File: src/rtl/packet_ddr_pkg.sv
// Shared definitions for the packet <-> DDR receive/transmit paths.
// Holds the receive FSM state encoding, bus widths, the default maximum
// packet length, the header length field position and a helper that maps
// a byte index inside a 256-bit word to its bit position.
package packet_ddr_pkg;

   typedef enum logic [2:0] {
      IDLE,
      ARMED,
      RECV,
      WR_DATA,
      WR_HDR,
      DROP
   } state_t;

   localparam int MAX_LEN_DEFAULT = 256;
   localparam int BYTES_PER_WORD  = 32;
   localparam int ADDR_W          = 25;
   localparam int WORD_W          = 256;
   localparam int LEN_W           = 11;
   localparam int HDR_LEN_HI      = 10;
   localparam int HDR_LEN_LO      = 0;

   // Byte j lands big-endian inside 32-bit lane j/4, so its LSB sits at
   // lane*32 + (3 - j%4)*8, which is exactly {j[4:2], ~j[1:0], 3'b000}.
   function automatic logic [7:0] byte_lsb(input logic [4:0] idx);
      return {idx[4:2], ~idx[1:0], 3'b000};
   endfunction

endpackage

File: src/rtl/rx_word_packer.sv
// Collects received bytes into one 256-bit DDR word.
// Ports:
//   clk, rst_n : clock and asynchronous active-low reset
//   clear      : zero the word (combined with wr_en, the new byte survives)
//   wr_en      : store byte_in at position index
//   byte_in    : received byte
//   index      : byte position 0..31 within the word
//   word       : assembled word, unused bytes read as zero
module rx_word_packer
   import packet_ddr_pkg::*;
(
   input  logic              clk,
   input  logic              rst_n,
   input  logic              clear,
   input  logic              wr_en,
   input  logic [7:0]        byte_in,
   input  logic [4:0]        index,
   output logic [WORD_W-1:0] word
);

   logic [WORD_W-1:0] word_next;

   always_comb begin
      word_next = clear ? '0 : word;
      if (wr_en) begin
         word_next[byte_lsb(index) +: 8] = byte_in;
      end
   end

   always_ff @(posedge clk or negedge rst_n) begin
      if (!rst_n) begin
         word <= '0;
      end else begin
         word <= word_next;
      end
   end

endmodule

File: src/rtl/receive_packet_ddr.sv
// Receives one packet from the TSE receive stream and stores it in DDR:
// data words go to start_ram_addr+1 onwards, then a length header is
// written to start_ram_addr. The header is always the last write, so an
// aborted or errored packet never leaves a valid header behind.
// Ports:
//   clk_original, rst_n           : clock, asynchronous active-low reset
//   cmd_recv, start_ram_addr      : arm request and header word address
//   ff_rx_*                       : TSE receive stream, ff_rx_rdy is our ready
//   ram_address/wdata/wren/ack    : word write request with ack handshake
//   busy, pkt_done, pkt_err       : status, done/err are 1-cycle pulses
//   pkt_len                       : last completed or dropped length
module receive_packet_ddr
   import packet_ddr_pkg::*;
#(
   parameter int MAX_LEN = MAX_LEN_DEFAULT
) (
   input  logic              clk_original,
   input  logic              rst_n,
   input  logic              cmd_recv,
   input  logic [ADDR_W-1:0] start_ram_addr,
   input  logic [7:0]        ff_rx_data,
   input  logic              ff_rx_dval,
   input  logic              ff_rx_sop,
   input  logic              ff_rx_eop,
   input  logic              ff_rx_err,
   output logic              ff_rx_rdy,
   output logic [ADDR_W-1:0] ram_address,
   output logic [WORD_W-1:0] ram_wdata,
   output logic              ram_wren,
   input  logic              ram_ack,
   output logic              busy,
   output logic              pkt_done,
   output logic              pkt_err,
   output logic [LEN_W-1:0]  pkt_len
);

   localparam logic [LEN_W-1:0] MAX_LEN_C   = LEN_W'(MAX_LEN);
   localparam logic [4:0]       LAST_BYTE_C = 5'(BYTES_PER_WORD - 1);

   state_t              state, state_next;
   logic [ADDR_W-1:0]   base_addr;
   logic [ADDR_W-1:0]   data_ptr;
   logic [LEN_W-1:0]    count;
   logic [LEN_W-1:0]    cnt_plus;
   logic                last_word;
   logic                hdr_go;
   logic [WORD_W-1:0]   packed_word;

   logic accept, do_arm, pk_wr, pk_clear, cnt_inc, last_set, ptr_inc;
   logic done_set, err_end;

   assign ff_rx_rdy = (state == ARMED) || (state == RECV) || (state == DROP);
   assign busy      = (state != IDLE);
   assign accept    = ff_rx_rdy && ff_rx_dval;
   assign cnt_plus  = (count == '1) ? count : count + 1'b1;

   // The header request waits one cycle after WR_HDR is entered, so wren
   // always drops for a cycle between the final data ack and the header.
   assign ram_wren  = (state == WR_DATA) || ((state == WR_HDR) && hdr_go);

   always_ff @(posedge clk_original or negedge rst_n) begin
      if (!rst_n) begin
         state <= IDLE;
      end else begin
         state <= state_next;
      end
   end

   // Next-state logic. DROP itself is the sticky error condition: once
   // there, the packet can only end with an error pulse.
   always_comb begin
      state_next = state;
      do_arm     = 1'b0;
      pk_wr      = 1'b0;
      pk_clear   = 1'b0;
      cnt_inc    = 1'b0;
      last_set   = 1'b0;
      ptr_inc    = 1'b0;
      done_set   = 1'b0;
      err_end    = 1'b0;
      case (state)
         IDLE: begin
            if (cmd_recv) begin
               do_arm     = 1'b1;
               pk_clear   = 1'b1;
               state_next = ARMED;
            end
         end
         ARMED: begin
            if (accept && ff_rx_sop) begin
               pk_wr   = 1'b1;
               cnt_inc = 1'b1;
               if (ff_rx_eop) begin
                  if (ff_rx_err) begin
                     err_end    = 1'b1;
                     state_next = IDLE;
                  end else begin
                     last_set   = 1'b1;
                     state_next = WR_DATA;
                  end
               end else begin
                  state_next = RECV;
               end
            end
         end
         RECV: begin
            if (accept) begin
               cnt_inc = 1'b1;
               if (ff_rx_sop || (count == MAX_LEN_C)) begin
                  if (ff_rx_eop) begin
                     err_end    = 1'b1;
                     state_next = IDLE;
                  end else begin
                     state_next = DROP;
                  end
               end else begin
                  pk_wr = 1'b1;
                  if (ff_rx_eop) begin
                     if (ff_rx_err) begin
                        err_end    = 1'b1;
                        state_next = IDLE;
                     end else begin
                        last_set   = 1'b1;
                        state_next = WR_DATA;
                     end
                  end else if (count[4:0] == LAST_BYTE_C) begin
                     state_next = WR_DATA;
                  end
               end
            end
         end
         WR_DATA: begin
            if (ram_ack) begin
               ptr_inc    = 1'b1;
               pk_clear   = 1'b1;
               state_next = last_word ? WR_HDR : RECV;
            end
         end
         WR_HDR: begin
            if (ram_ack && hdr_go) begin
               done_set   = 1'b1;
               state_next = IDLE;
            end
         end
         DROP: begin
            if (accept) begin
               cnt_inc = 1'b1;
               if (ff_rx_eop) begin
                  err_end    = 1'b1;
                  state_next = IDLE;
               end
            end
         end
         default: state_next = IDLE;
      endcase
   end

   // Address, count and status registers. Status pulses are registered so
   // they appear in the first IDLE cycle after the packet finishes.
   always_ff @(posedge clk_original or negedge rst_n) begin
      if (!rst_n) begin
         base_addr <= '0;
         data_ptr  <= '0;
         count     <= '0;
         last_word <= 1'b0;
         hdr_go    <= 1'b0;
         pkt_done  <= 1'b0;
         pkt_err   <= 1'b0;
         pkt_len   <= '0;
      end else begin
         pkt_done <= done_set;
         pkt_err  <= err_end;
         hdr_go   <= (state == WR_HDR) && !done_set;
         if (do_arm) begin
            base_addr <= start_ram_addr;
            data_ptr  <= start_ram_addr + 1'b1;
            count     <= '0;
            last_word <= 1'b0;
            pkt_len   <= '0;
         end
         if (cnt_inc)  count     <= cnt_plus;
         if (last_set) last_word <= 1'b1;
         if (ptr_inc)  data_ptr  <= data_ptr + 1'b1;
         if (done_set) pkt_len   <= count;
         if (err_end)  pkt_len   <= cnt_plus;
      end
   end

   // Write bus is zero whenever no request is pending, including in reset.
   always_comb begin
      ram_address = '0;
      ram_wdata   = '0;
      if (state == WR_DATA) begin
         ram_address = data_ptr;
         ram_wdata   = packed_word;
      end else if ((state == WR_HDR) && hdr_go) begin
         ram_address                       = base_addr;
         ram_wdata[HDR_LEN_HI:HDR_LEN_LO] = count;
      end
   end

   rx_word_packer u_packer (
      .clk     (clk_original),
      .rst_n   (rst_n),
      .clear   (pk_clear),
      .wr_en   (pk_wr),
      .byte_in (ff_rx_data),
      .index   (count[4:0]),
      .word    (packed_word)
   );

endmodule

File: config.mk
export PLATFORM = sky130hd
export DESIGN_NAME = receive_packet_ddr
export DESIGN_NICKNAME = d
export VERILOG_FILES = /design/src/rtl/packet_ddr_pkg.sv /design/src/rtl/rx_word_packer.sv /design/src/rtl/receive_packet_ddr.sv
export SDC_FILE = /design/constraint.sdc
export NUM_CORES = 1
export LEC_CHECK = 0
export ABC_CLOCK_PERIOD_IN_PS = 9000
export CAP_MARGIN = 20
export CORE_MARGIN = 2
export CORE_UTILIZATION = 59
export CTS_BUF_LIST = sky130_fd_sc_hd__clkbuf_8
export DETAILED_ROUTE_END_ITERATION = 7
export GPL_TIMING_DRIVEN = 0
export PLACE_DENSITY = 0.88
export REMOVE_ABC_BUFFERS = 1
export SLEW_MARGIN = 20
export SYNTH_ARGS = -nofsm -noshare
export SYNTH_HDL_FRONTEND = slang
export SYNTH_HIERARCHICAL = 1
export SYNTH_SLANG_ARGS = --single-unit
File: constraint.sdc
create_clock -name clk_original -period 9 [get_ports clk_original]
set_input_delay 2.25 -clock clk_original [delete_from_list [all_inputs] [get_ports clk_original]]
set_output_delay 2.25 -clock clk_original [all_outputs]
set_load 0.1 [all_outputs]
==> results.yml, run 1 <==
critical_path:
  cp_top_family: "buffers and inverters"
  worst_ep_required_time_ps: 6750
  critical_path.max_stage_delay_ps: 1170
  worst_path_max_delay_cell: "clkdlybuf4s50_1"
  timing.critical_path.to_type: "primary output"
  crit_fanout: 43
  worst-endpoint-arrival_ps: 4250
  worstSetupPathType: "reg -> out"
  crit_path_start_kind: "register"
  crit_path_cell_trace: "nand2_1 > nor2_4 > buf_12 > buf_16 > buf_16 > buf_16 > and2_1 > clkdlybuf4s50_1"
  worst-path-buf-inv: 5
  cp_common_cell: "buf_16"
  rrSetupSlack_ps: 4800
logic_synthesis:
  postSynth.topFlopCell: "dfrtp_1"
  postSynth.asyncResetShare: 1.00
  synthDistinctLibCells: 83
  yosys.area.top_type_share: 0.453
  synth.yosys.warnings: 6
  synth_area_per_cell_um2: 9.26
  ys_seq_area_frac: 0.453
  netlist_area_um2: 18500
  synth-edff-count: 0
  synth.top_cells.by_area: "dfrtp_1 45%, and2_1 8.5%, mux2i_1 5.5%"
  post_synth_inst_count: 1997
  ys_seq_elements: 335
  synth_area_leader_cell: "dfrtp_1"
clock_network:
  cts.repair_timing.setup_buffer_count: 0
  cts_hold_buffers: 0
  total_clock_buffers_created_by_cts: 53
  cts.repair.resized: 0
  cts.root.buffer_cell: "clkbuf_8"
  h-tree-depth: 2
  tritoncts: "done"
  number_of_sinks_on_the_clock_net: 335
  worst_path_clk_slew_ps: 60
  cts_buffer_depth: 3
  clock_insertion_delay_worst_skew_ps: 600
routing:
  wl_per_cell_um: 20.5
  drcViolationCount: 0
  iteration_0_drc_count_of_the_detailed_router: 1630
  antenna_violating_nets_post_route: 0
  wirelength_um: 55200
  dr.pass1.iters: 5
  drt-vias-per-instance: 6.15
  total_via_count_after_detailed_routing: 16600
sta:
  finalWorstPathRequiredPeriod_ps: 6500
  relSlewSlack: 0.183
  rsz0062_at_grt: "no"
  timing_worst_slew_pin_value_ps: 1220
  finClkSkew_ps: 27.7
  slew_violations: 0
  hold_viol_final: 0
  fmax_mhz: 154
  layout_worst_path_cycle_share: 0.723
  setup_violations: 0
power_and_ir_drop:
  max-vdd-ir-drop_mv: 0.375
  pwr-share-clk: 0.231
  internal-power_w: 0.00302
  switching_share: 0.446
  total_leakage_power_nw: 10.3
  power_density_normalized_to_cell_area_nw_per_um2: 234
  post-layout-total-power_w: 0.00546
  power_frac_seq: 0.342
  comb_power_share: 0.428
  power.switching_w: 0.00244
cells_and_area:
  leading_cell_type_in_the_layout_fill_and_taps_excluded: "clkdlybuf4s50_1"
  antenna_cells: 0
  postLayoutCoreUtil: 0.760
  areaGrowthSynthToFinish_pct: 26.3
  final_nets: 2314
  fraction_of_final_layout_cells_sized_beyond_drive_strength_1: 0.0862
  layout_common_cells: "336 x clkdlybuf4s50_1, 335 x dfrtp_1, 249 x and2_1, 247 x nand2_1, 142 x inv_1"
  filler_cell_count: 2083
die:
  core_area_um2: 30700
  chipHeight_um: 181
  floorplan.die.width_um: 181
  floorplan.initialDensity: 0.601
  die_area_um2: 32800
  num_rows: 64
  pin_count: 338
hold_path:
  hp-class: "reg -> reg"
grt:
  globalRoute.totalOverflow: 0
  grt_first_pass_wirelength_um: 87800
  first_global_vias: 16200
  largest_net_degree_at_the_start_of_global_routing: 139
  grtUsageTotal: 0.332
  grt_antenna_before_repair: 0
placement:
  gp_congestion: 0.890
  numPortBuffers: 337
  place.detailed.hpwl_um: 36500
flow_run:
  timing.max_cap.violations: 0
status:
  outcome: "finished, final reports clean"
==> power by group through the flow <==
stage	Clock, W	Sequential [W]	Combinational [W]
finish	0.00126	0.00187	0.00234
global route	0.00134	0.00189	0.00248
CTS	0.00127	0.00186	0.00231
detailed placement	0	0.00188	0.00230
global placement	0	0.00187	0.00209
floorplan	0	0.00191	0.00144
==> final timing paths <==
| path | cells after the start | to | from |
|---|---|---|---|
| setup / recovery | 8 | ram_wdata[153] | state[0] |
| hold / removal | 2 | base_addr[24] | base_addr[24] |
| setup reg to reg | 11 | u_packer/word[99] | count[0] |
| hold reg to reg | 2 | base_addr[24] | base_addr[24] |
| max in group asynchronous | 2 | u_packer/word[235] | rst_n |
| min in group asynchronous | 1 | u_packer/word[132] | rst_n |
==> metal layers <==
| metal | GRT usage | wire (µm) | vias up |
|---|---|---|---|
| met1 | 0.436 | 21700 | 8005 |
| met5 | 0 | 0 | - |
| met3 | 0.0548 | 4460 | 177 |
| li1 | - | - | 7443 |
| met4 | 0.145 | 2530 | 0 |
| met2 | 0.546 | 26500 | 937 |
==> per-stage QoR <==
step	hold WS (ps)	cell area (µm²)	setup WS, ps	TNS [ps]	std cells
2_1_floorplan	446	17900	-4700	-420780	1851
5_1_grt	492	23400	2280	0	2694
6_report	473	23400	2500	0	2694
4_1_cts	477	23400	2520	0	2694
3_5_place_dp	462	22400	3150	0	2606
3_3_place_gp	458	21700	-14700	-5274410	2584
==> synth_stat cells, types with 11 or more instances <==
library cell and number:
mux2_2 46, mux2i_1 101, a31oi_1 18, buf_1 11, dfrtp_1 335, nand2b_1 111, inv_1 130, nand4_1 54
buf_2 24, nor3_1 20, nor2b_1 43, o21ai_0 31, nand3_1 34, nand2_1 248, a21oi_1 99, clkbuf_1 104
o32ai_1 113, and2_1 252, nor2_1 54
==> state kept, by name (all words and copies together) (netlist names) <==
register,count
u_packer/word,256
data_ptr,25
last_word,1
base_addr,25
hdr_go,1
pkt_err,1
pkt_len,11
count,11
pkt_done,1
state,3
==> kinds of logic after synthesis <==
logic type | after synthesis | share of synthesized area
fa+ha+maj | 8 | 0.00541
simple gates | 880 | 0.260
compound gates | 345 | 0.135
buf+inv | 277 | 0.0599
xor+xnor | 3 | 0.00142
flops | 335 | 0.453
mux | 149 | 0.0851
==> worst register-to-register path: cells and delay by family, from the launching register on <==
kind	cells	cell delay (ps)
and+or+nand+nor	5	1430
DFF	1	840
AOI/OAI and AO/OA	2	730
buffers and inverters	2	450
muxes	1	390
adders and majority gates	1	240
==> cell type report <==
cell class / count / area, µm² / area share
multi-input combinational: 1385 / 9070 / 0.388
sequential: 335 / 8380 / 0.359
timing repair buffer: 359 / 3900 / 0.167
clock buffer: 66 / 908 / 0.0389
inverter: 131 / 499 / 0.0214
tap: 396 / 495 / 0.0212
clock inverter: 22 / 108 / 0.00460
Note: power is estimated with default switching activity, not from simulation.
==> run 2, diff against run 1 <==
--- a/config.mk
+++ b/config.mk
@@ -5,14 +5,14 @@
 export SDC_FILE = /design/constraint.sdc
 export NUM_CORES = 1
 export LEC_CHECK = 0
-export ABC_CLOCK_PERIOD_IN_PS = 9000
+export ABC_CLOCK_PERIOD_IN_PS = 6250
 export CAP_MARGIN = 20
 export CORE_MARGIN = 2
-export CORE_UTILIZATION = 59
+export CORE_UTILIZATION = 55
 export CTS_BUF_LIST = sky130_fd_sc_hd__clkbuf_8
 export DETAILED_ROUTE_END_ITERATION = 7
 export GPL_TIMING_DRIVEN = 0
-export PLACE_DENSITY = 0.88
+export PLACE_DENSITY = 0.83
 export REMOVE_ABC_BUFFERS = 1
 export SLEW_MARGIN = 20
 export SYNTH_ARGS = -nofsm -noshare
==> constraint.sdc (replaced) <==
create_clock -name clk_original -period 6.25 [get_ports clk_original]
set_input_delay 1.5625 -clock clk_original [delete_from_list [all_inputs] [get_ports clk_original]]
set_output_delay 1.5625 -clock clk_original [all_outputs]
set_load 0.1 [all_outputs]
==> run 2 against run 1 <==
Via count down 1.3%. Final cell count up 2.3%. Die area rose by 7.1%. Wire length increased by 0.38%. Global-route usage shrank 2.3 points. Critical path depth decreased by 1. Non-clock buffer count down 1. Cell area is 0.47% higher.
==> results.yml, run 2 (synthesis gave the netlist of run 1 again) <==
power_and_ir_drop:
  max-vdd-ir-drop_mv: 0.466
  total_leakage_power_nw: 10.3
  pwr-share-clk: 0.246
  power_frac_seq: 0.338
  power.switching_w: 0.00350
  switching_share: 0.441
  power_density_normalized_to_cell_area_nw_per_um2: 338
  internal-power_w: 0.00444
  comb_power_share: 0.417
  post-layout-total-power_w: 0.00794
routing:
  iteration_0_drc_count_of_the_detailed_router: 1721
  drcViolationCount: 0
  drt-vias-per-instance: 5.93
  dr.pass1.iters: 7
  wl_per_cell_um: 20.1
  wirelength_um: 55400
  total_via_count_after_detailed_routing: 16300
  antenna_violating_nets_post_route: 0
placement:
  numPortBuffers: 337
  dp.cells: 2656
  gp_congestion: 0.856
  place.detailed.hpwl_um: 36600
  place_area_um2: 22300
  pre_cts_slack_ps: 1130
clock_network:
  h-tree-depth: 2
  number_of_sinks_on_the_clock_net: 335
  cts.root.buffer_cell: "clkbuf_8"
  worst_path_clk_slew_ps: 60
  tritoncts: "done"
  cts.repair.resized: 0
  total_clock_buffers_created_by_cts: 56
  cts.repair_timing.setup_buffer_count: 0
  cts_buffer_depth: 3
  clock_insertion_delay_worst_skew_ps: 610
  cts_hold_buffers: 0
die:
  die_area_um2: 35100
  core_area_um2: 33400
  pin_count: 338
  floorplan.die.width_um: 187
  chipHeight_um: 187
  num_rows: 67
  floorplan.initialDensity: 0.554
critical_path:
  worst-endpoint-arrival_ps: 4150
  crit_path_start_kind: "register"
  crit_fanout: 23
  timing.critical_path.to_type: "primary output"
  worstSetupPathType: "reg -> out"
  worst_ep_required_time_ps: 4690
cells_and_area:
  finish.cell_count_without_fillers: 2755
  final_nets: 2316
  registers.top_by_ff_count: "u_packer/word"
  final_area_um2: 23500
  fraction_of_final_layout_cells_sized_beyond_drive_strength_1: 0.0871
  top_regs: "u_packer/word (256), base_addr (25), data_ptr (25)"
  leading_cell_type_in_the_layout_fill_and_taps_excluded: "clkdlybuf4s50_1"
  largest_register_ff_count: 256
  layout_common_cells: "336 x clkdlybuf4s50_1, 335 x dfrtp_1, 249 x and2_1, 247 x nand2_1, 148 x inv_1"
  filler_cell_count: 2530
  antenna_cells: 0
  areaGrowthSynthToFinish_pct: 26.9
sta:
  rsz0062_at_grt: "no"
  slew_violations: 0
  layout_worst_path_cycle_share: 0.914
  final.hold.worst_slack_ps: 474
  finClkSkew_ps: 21.0
  fmax_mhz: 175
  relSlewSlack: 0.223
  finalWorstPathRequiredPeriod_ps: 5720
  hold_viol_final: 0
  final_critical_path_setup_slack_ps: 535
  timing_worst_slew_pin_value_ps: 1160
  setup_violations: 0
status:
  outcome: "finished, final reports clean"
hold_path:
  hp-class: "reg -> reg"
grt:
  grtUsageTotal: 0.309
  globalRoute.totalOverflow: 0
  largest_net_degree_at_the_start_of_global_routing: 157
  grt_first_pass_wirelength_um: 87700
  first_global_vias: 15900
  grt_antenna_before_repair: 0
flow_run:
  timing.max_cap.violations: 0
[run 2: cell count changes in the layout (fill, tap and decap cells not counted), moves of 2 or more]
cell,before,now
buf_12,2,5
clkbuf_8,66,75
inv_1,142,148
clkinvlp_4,3,0
clkinv_2,5,3
buf_16,16,11
[run 2: path summary, 6_finish.rpt]
check	from	end	slack [ps]	cells past startpoint
worst min register to register	base_addr[10]	base_addr[10]	470	2
worst max-delay path	state[0]	ram_wdata[9]	530	7
worst max register to register	count[0]	u_packer/word[99]	1740	10
worst min-delay path	base_addr[10]	base_addr[10]	470	2
max in group asynchronous	rst_n	u_packer/word[95]	4060	3
min in group asynchronous	rst_n	base_addr[22]	900	1
[run 2: final cells by class]
type,instances,area (µm²),area share
Tap cell,448,561,0.0239
Multi-Input combinational cell,1385,9070,0.387
Inverter,131,499,0.0213
Clock inverter,23,95.1,0.00405
Sequential cell,335,8380,0.357
Clock buffer,75,1030,0.0440
Timing Repair Buffer,358,3830,0.163
[run 2: through the flow]
stage,utilization,TNS [ps]
after global routing,0.704,0
after floorplan,-,-1058780
after global placement,0.654,-7238460
final,0.704,0
after detailed placement,0.670,0
after CTS,0.703,0
[run 2: power groups by stage]
stage / logic, W / registers (W) / clock network [W]
after floorplan: 0.00207 / 0.00275 / 0
after global placement: 0.00292 / 0.00269 / 0
after detailed placement: 0.00326 / 0.00271 / 0
after CTS: 0.00328 / 0.00267 / 0.00198
after global routing: 0.00353 / 0.00271 / 0.00208
final: 0.00331 / 0.00268 / 0.00195
[run 2: worst max-delay path: stages, from the launching register on]
cell and delay, ps:
dfrtp_1 760, nand2_1 230, nor2_4 570, buf_16 250, a21oi_4 120, buf_16 240, a21oi_1 130, clkdlybuf4s50_1 1230
[run 2: per-layer routing]
metal,global-route usage,share of wire,vias to the layer above
met5,0,0,-
met4,0.115,0.031,0
met3,0.0623,0.080,118
met2,0.506,0.48,793
met1,0.408,0.40,7980
li1,-,-,7451
